### src/rtl/crc32_mpeg.sv
// CRC-32/MPEG-2 generator: poly 0x04C11DB7, init 0xFFFFFFFF, MSB-first,
// no reflection, no final XOR; absorbs one byte per clock.
module crc32_mpeg (
  input  logic        CLK,
  input  logic        RST,
  input  logic        ENA,
  input  logic        INIT,
  input  logic [7:0]  D,
  output logic [31:0] CRC
);

  localparam logic [31:0] POLY     = 32'h04C1_1DB7;
  localparam logic [31:0] INIT_VAL = 32'hFFFF_FFFF;

  logic [31:0] crc_q;
  logic [31:0] crc_d;

  // Eight unrolled bit-serial steps, bit 7 first, collapse into one XOR network.
  function automatic logic [31:0] crc_byte(input logic [31:0] c_in, input logic [7:0] d_in);
    logic [31:0] c;
    logic        fb;
    c = c_in;
    for (int unsigned i = 0; i < 8; i++) begin
      fb = c[31] ^ d_in[7 - i];
      c  = {c[30:0], 1'b0} ^ (fb ? POLY : '0);
    end
    return c;
  endfunction

  always_comb begin
    crc_d = crc_q;
    if (INIT) begin
      crc_d = INIT_VAL;
    end else if (ENA) begin
      crc_d = crc_byte(crc_q, D);
    end
  end

  always_ff @(posedge CLK or posedge RST) begin
    if (RST) begin
      crc_q <= INIT_VAL;
    end else begin
      crc_q <= crc_d;
    end
  end

  assign CRC = crc_q;

endmodule

### config.mk
export PLATFORM = sky130hd
export DESIGN_NAME = crc32_mpeg
export DESIGN_NICKNAME = d
export VERILOG_FILES = /design/src/rtl/crc32_mpeg.sv
export SDC_FILE = /design/constraint.sdc
export NUM_CORES = 1
export LEC_CHECK = 0
export ABC_AREA = 1
export BUFFER_PORTS_ARGS = -buffer_cell sky130_fd_sc_hd__buf_2
export CORE_AREA = 10 10 79 81
export CTS_BUF_LIST = sky130_fd_sc_hd__clkbuf_16
export DETAILED_ROUTE_END_ITERATION = 12
export DIE_AREA = 0 0 89 91
export HOLD_SLACK_MARGIN = 0.03
export PLACE_DENSITY_LB_ADDON = 0.05
export SYNTH_ARGS = -nofsm -noshare
export SYNTH_HDL_FRONTEND = slang
export SYNTH_SLANG_ARGS = --single-unit
### constraint.sdc
create_clock -name CLK -period 3.2 [get_ports CLK]
set_input_delay 0.64 -clock CLK [delete_from_list [all_inputs] [get_ports CLK]]
set_output_delay 0.64 -clock CLK [all_outputs]
set_load 0.05 [all_outputs]
==> impl_metrics.ini, run 1 <==
[pwr]
p_leak_nw = 1.53
p_total_mw = 3.22
p_seq_share_pct = 24.5
p_sw_mw = 1.70
power_density_nw_per_um2 = 1100
combPwrFrac_pct = 61.5
internal-power_mw = 1.51
clkPwrFrac_pct = 14.0
swShare_pct = 53.0
vdd_drop_max_v = 0.000505

[grt]
grt_pass1_wl_um = 10600
grt_pass1_vias = 2256
antenna_found_initial = 0
gr-usage-all-layers_pct = 16.5
grt.overflow.total = 0
grt_max_degree = 33

[worst_setup_path]
worstPathArrival_ps = 2110
end_kind = flop
crit_type = input port to flop
ff2ff_setup_slack_ps = 1440
crit_family = buffers and inverters
worstPathRequired_ps = 3410
crit_path_cell_trace = buf_2 -> nor2_1 -> buf_4 -> clkinv_1 -> buf_4 -> o22ai_1 -> inv_1
crit_path_start_kind = input port
worstPathMaxFanout = 18
crit_slowest_cell = clkinv_1
max_stage_delay_ps = 440
crit_path_frequent_cell = buf_4
path_buf_inv = 5
cp_num_cells = 7
worstRegToRegCells = 9

[synthesis]
synth_area_leader_cell = dfstp_2
synth_area_um2 = 2490
synth-warning-count = 0
synth_area_leaders = dfstp_2, nand2_1, xor2_1
syn-num-nets = 357
synth_cell_types = 30
synth.top_cell.area_share_pct = 33.8
synth.area.mux_share_pct = 0
synth-seq-area-share_pct = 33.8
ys_ff_latch = 32
yosys.area_share.simple_pct = 32.6
synth_cells = 345
synth_top_family_by_area = simple AND/OR/NAND/NOR gates
synth_area_per_cell_um2 = 7.21
synth-xor-area-share_pct = 15.7
synth_adder_area_share_pct = 0
synth_compound_area_share_pct = 7.80

[layout]
fin_area_um2 = 2910
seq_area_um2 = 841
nFillCells = 442
utilization_pct = 62.5
drive_gt1_share_pct = 30.6
diodes = 0
layout_common_cells = nand2_1, inv_1, buf_2, dfstp_2, xor2_1
fin_nets = 406
area_growth_pct = 17.2
fin_cells = 449
mostFrequentLayoutCell = nand2_1
largest_register_ff_count = 32
multi_input_area_um2 = 1400

[outcome]
status = completed

[sta]
finalSetupViolCount = 0
slew_headroom_pct = 66.2
setup_tns_ps = 0
period_share_pct = 59.3
worstMarginPinSlew_ps = 504
max_freq_mhz = 527
slew_violations = 0
min_period_ps = 1900
final-hold-violation-count = 0
clock_skew_ps = 3.25
timing.hold.ws_ps = 494
rsz0062_at_grt = false
finalWorstSetupSlack_ps = 1300

[cts]
cts.clk_slew.worst_paths_ps = 50
cts_setup_buffers = 0
root_buffer = clkbuf_16
cts_tree = yes
numCtsBuffers = 5
clk_latency_ps = 280
post_cts_resized = 0
htreeDepth = 2
hold_buffers = 0
clockBufferDepth = 2
cts_sinks = 32

[detailed_routing]
viasPerCell = 5.03
met3_length_um = 333
wl_per_cell_um = 14.3
dr.pass1.iters = 4
route.final.wire_length_um = 6440
drcViolationCount = 0
vias = 2260
ant_nets = 0
top_layer = met4
drtIter0Drc = 91
met2_length_um = 3000
met1_length_um = 3020

[min_path]
hp-class = flop to flop
min_path_cells = 2

[place]
place_inst = 441
placed_area_um2 = 2780
place_hpwl_um = 4690
dp_worst_setup_slack_ps = 1080
port_buffers = 43
gp_congestion = 0.874

[floorplan]
rows = 25
initial_core_util_pct = 53.3
die_h_um = 91
io_pins = 44
coreArea_um2 = 4660
dieWidth_um = 89
dieArea_um2 = 8100

[job]
cap_viol_max_count = 0
## cell type report
class,instances,area share [%]
multi-input cells,248,47.9
flip-flops and latches,32,28.9
repair buffers,47,8.42
inverters,60,7.82
clock buffers,5,4.30
well taps,54,2.32
clock inverters,3,0.387
## cells by family after synthesis
group | Yosys count
AND/OR/NAND/NOR | 176
buffers and inverters | 65
XOR/XNOR | 39
AO/OA/AOI/OAI | 33
flip-flops | 32
## layer usage
layer | track usage [%] | up-vias
met5 | 0 | -
met4 | 4.77 | 0
met3 | 3.66 | 11
met2 | 27.0 | 51
met1 | 20.9 | 1059
li1 | - | 1139
## Yosys cell counts (all sizes together)
library cell  instances
a21oi                 5
a22oi                 2
a31oi                 1
buf                   1
clkbuf                4
clkinv                1
dfstp                32
inv                  59
nand2               137
nand3                19
nand3b                2
nor2                 15
nor3                  1
o211ai                1
o21a                  1
o21ai                11
o21bai                2
o22ai                10
or2                   2
xnor2                 8
xor2                 31
## power groups by stage
stage,Sequential (mW),Combinational [mW],Clock (mW)
after detailed placement,0.793,1.97,0
after global placement,0.793,1.95,0
after floorplan,1.29,1.08,0
after CTS,0.790,1.99,0.459
final,0.789,1.98,0.450
after global routing,0.813,2.20,0.476
## worst min-delay path, cell delays in order, from the launching register on
cell and delay, ps:
dfstp_2 380, nand2_1 60, nand2_1 50
## final timing paths
kind                                startpoint             endpoint
setup / recovery                          INIT  CRC[21]$_DFFE_PP1P_
hold / removal              CRC[4]$_DFFE_PP1P_   CRC[4]$_DFFE_PP1P_
setup reg to reg           CRC[31]$_DFFE_PP1P_  CRC[11]$_DFFE_PP1P_
hold reg to reg             CRC[4]$_DFFE_PP1P_   CRC[4]$_DFFE_PP1P_
max in group asynchronous                  RST  CRC[26]$_DFFE_PP1P_
min in group asynchronous                  RST   CRC[1]$_DFFE_PP1P_
No activity file was read; power rests on OpenSTA's default activity.
==> run 2, diff against run 1 <==
--- a/config.mk
+++ b/config.mk
@@ -5,12 +5,12 @@
 export SDC_FILE = /design/constraint.sdc
 export NUM_CORES = 1
 export LEC_CHECK = 0
-export ABC_AREA = 1
+export ABC_AREA = 0
 export BUFFER_PORTS_ARGS = -buffer_cell sky130_fd_sc_hd__buf_2
-export CORE_AREA = 10 10 79 81
+export CORE_AREA = 10 10 78 80
 export CTS_BUF_LIST = sky130_fd_sc_hd__clkbuf_16
 export DETAILED_ROUTE_END_ITERATION = 12
-export DIE_AREA = 0 0 89 91
+export DIE_AREA = 0 0 88 90
 export HOLD_SLACK_MARGIN = 0.03
 export PLACE_DENSITY_LB_ADDON = 0.05
 export SYNTH_ARGS = -nofsm -noshare
==> constraint.sdc (replaced) <==
create_clock -name CLK -period 1.5 [get_ports CLK]
set_input_delay 0.3 -clock CLK [delete_from_list [all_inputs] [get_ports CLK]]
set_output_delay 0.3 -clock CLK [all_outputs]
set_load 0.05 [all_outputs]
==> run 2 against run 1 <==
Against the previous run: the run now ends with negative setup slack left; hold slack got worse by 84 ps; via count decreased by 21%; critical path depth decreased by 1; cell count decreased by 23%; clock skew increased by 2.9 ps.
==> impl_metrics.ini, run 2 <==
[worst_setup_path]
worstPathMaxFanout = 4
crit_path_frequent_cell = xnor2_2
crit_path_start_kind = flop
worstPathArrival_ps = 2210
crit_path_cell_trace = xor2_4 -> xnor3_2 -> xnor2_2 -> buf_4 -> xnor2_2 -> o21ai_1
crit_type = flop to flop
r2r-start = CRC[26]$_DFFE_PP1P_
worstRegToRegCells = 6
worstPathRequired_ps = 1710
timing.rr.end = CRC[12]$_DFFE_PP1P_
crit_slowest_cell = dfstp_4
end_kind = flop
max_stage_delay_ps = 640
ff2ff_setup_slack_ps = -500

[cts]
cts_tree = yes
hold_buffers = 0
numCtsBuffers = 5
clk_latency_ps = 280
cts.clk_slew.worst_paths_ps = 60
clockBufferDepth = 2
htreeDepth = 2
cts_sinks = 32
root_buffer = clkbuf_16

[synthesis]
syn-num-nets = 210
synth_cells = 198
synth_area_leaders = dfstp_2, xnor2_1, xnor2_2
synth.top_cell.area_share_pct = 38.2
ys_ff_latch = 32
synth_cell_types = 21
ys.flop_type = dfstp_2
synth-edff-count = 0
synth-warning-count = 0
async_flop_share_pct = 100
synthMostInstantiatedCell = xnor2_1
synth_area_per_cell_um2 = 11.1
synth-seq-area-share_pct = 38.2
synth_area_leader_cell = dfstp_2
synth_area_um2 = 2200
synth_common_cells = xnor2_1, dfstp_2, a21oi_1, nor2_1, xor2_1

[floorplan]
dieArea_um2 = 7920
die_h_um = 90
io_pins = 44
initial_core_util_pct = 47.8
coreArea_um2 = 4600
dieWidth_um = 88
rows = 25

[sta]
period_share_pct = 133
timing.hold.ws_ps = 410
final-hold-violation-count = 0
slew_violations = 0
min_period_ps = 2000
clock_skew_ps = 6.12
worstMarginPinSlew_ps = 444
finalWorstSetupSlack_ps = -499
max_freq_mhz = 500
slew_headroom_pct = 70.4
finalSetupViolCount = 32
rsz0062_at_grt = true

[place]
gp_congestion = 0.795
place_hpwl_um = 4240
place_inst = 315
port_buffers = 43

[layout]
layout_common_cells = buf_2, dfstp_2, buf_6, buf_4, xnor2_2
drive_gt1_share_pct = 70.0
nFillCells = 262
area_growth_pct = 70.9
fin_nets = 301
seq_area_um2 = 871
diodes = 0
largest_register_ff_count = 32
multi_input_area_um2 = 1830
mostFrequentLayoutCell = buf_2
fin_cells = 344

[grt]
antenna_found_initial = 0
grt.overflow.total = 0
grt_pass1_wl_um = 10200
grt_max_degree = 33
gr-usage-all-layers_pct = 16.5
grt_pass1_vias = 1923

[min_path]
hp-class = input port to async pin

[detailed_routing]
wl_per_cell_um = 19.8
vias = 1778
dr.pass1.iters = 4
drtIter0Drc = 66
ant_nets = 0
route.final.wire_length_um = 6810
viasPerCell = 5.17
drcViolationCount = 0

[job]
cap_viol_max_count = 0

[outcome]
violations = negative setup slack
status = finished with violations
==> run 2: cell types whose count changed in the layout (fill, tap and decap cells not counted), sizes merged, moves of 11 or more <==
cell	change
xor2	-12
xnor2	+42
inv	-57
or2	+13
nand3	-19
nor2b	+11
a21oi	+13
nand2	-137
a211o	+13
buf	+47
==> run 2: stage by stage <==
step / utilization (%) / area (um^2) / TNS (ps) / worst slack, ps
floorplan: - / 2350 / -8660 / -443
global placement: 62.4 / 2870 / -8250 / -410
finish: 81.7 / 3760 / -10150 / -499
global route: 81.7 / 3760 / -12110 / -597
CTS: 75.4 / 3470 / -9380 / -450
detailed placement: 62.4 / 2870 / -8810 / -462
==> run 2: kinds of logic (layout without fill, tap and decap cells) <==
logic type / count (synthesis) / count (layout) / synth area share (%)
compound gates: 35 / 35 / 10.3
xor+xnor: 72 / 72 / 38.1
buf+inv: 13 / 105 / 2.22
flops: 32 / 32 / 38.2
simple gates: 46 / 46 / 11.2
==> run 2: how the worst max path moves through the flow <==
stage	start	endpoint	slack, ps	cells after the start
finish	CRC[26]$_DFFE_PP1P_	CRC[12]$_DFFE_PP1P_	-500	6
detailed placement	CRC[26]$_DFFE_PP1P_	CRC[6]$_DFFE_PP1P_	-460	5
global route	CRC[26]$_DFFE_PP1P_	CRC[12]$_DFFE_PP1P_	-600	6
floorplan	CRC[26]$_DFFE_PP1P_	CRC[6]$_DFFE_PP1P_	-440	5
global placement	CRC[26]$_DFFE_PP1P_	CRC[6]$_DFFE_PP1P_	-410	5
CTS	CRC[31]$_DFFE_PP1P_	CRC[6]$_DFFE_PP1P_	-450	6
==> run 2: area by class of cell <==
type                            count  area share (%)
Multi-Input combinational cell    153            48.8
Clock inverter                      3           0.300
Tap cell                           54            1.80
Inverter                            2           0.200
Sequential cell                    32            23.2
Clock buffer                        5            3.33
Timing Repair Buffer               95            22.4
==> run 2: timing repair <==
| item | in CTS | in global routing |
|---|---|---|
| setup buffers | 13 | 13 |
| endpoints found under the setup margin | 38 | 39 |
| pin swaps | 39 | 35 |
| endpoints found under the hold margin | 0 | 0 |
| gates resized for setup | 63 | 39 |
==> run 2: worst max-delay path, delay by kind of cell (launching register included) <==
| family | cells | cell delay (ps) |
|---|---|---|
| compound gates | 1 | 140 |
| xor+xnor | 4 | 990 |
| buf+inv | 1 | 160 |
| flops | 1 | 640 |
==> run 2: per-layer routing <==
| metal | vias to the layer above | global-route usage [%] | routed length (um) |
|---|---|---|---|
| li1 | 818 | - | - |
| met5 | - | 0 | 0 |
| met3 | 8 | 5.51 | 379 |
| met4 | 0 | 5.85 | 85 |
| met2 | 38 | 27.8 | 3740 |
| met1 | 914 | 18.7 | 2610 |
Power of run 2 is left out: the tool's default activity adds up to more than one toggle a clock period on the data nets, which glitch-free logic cannot reach.
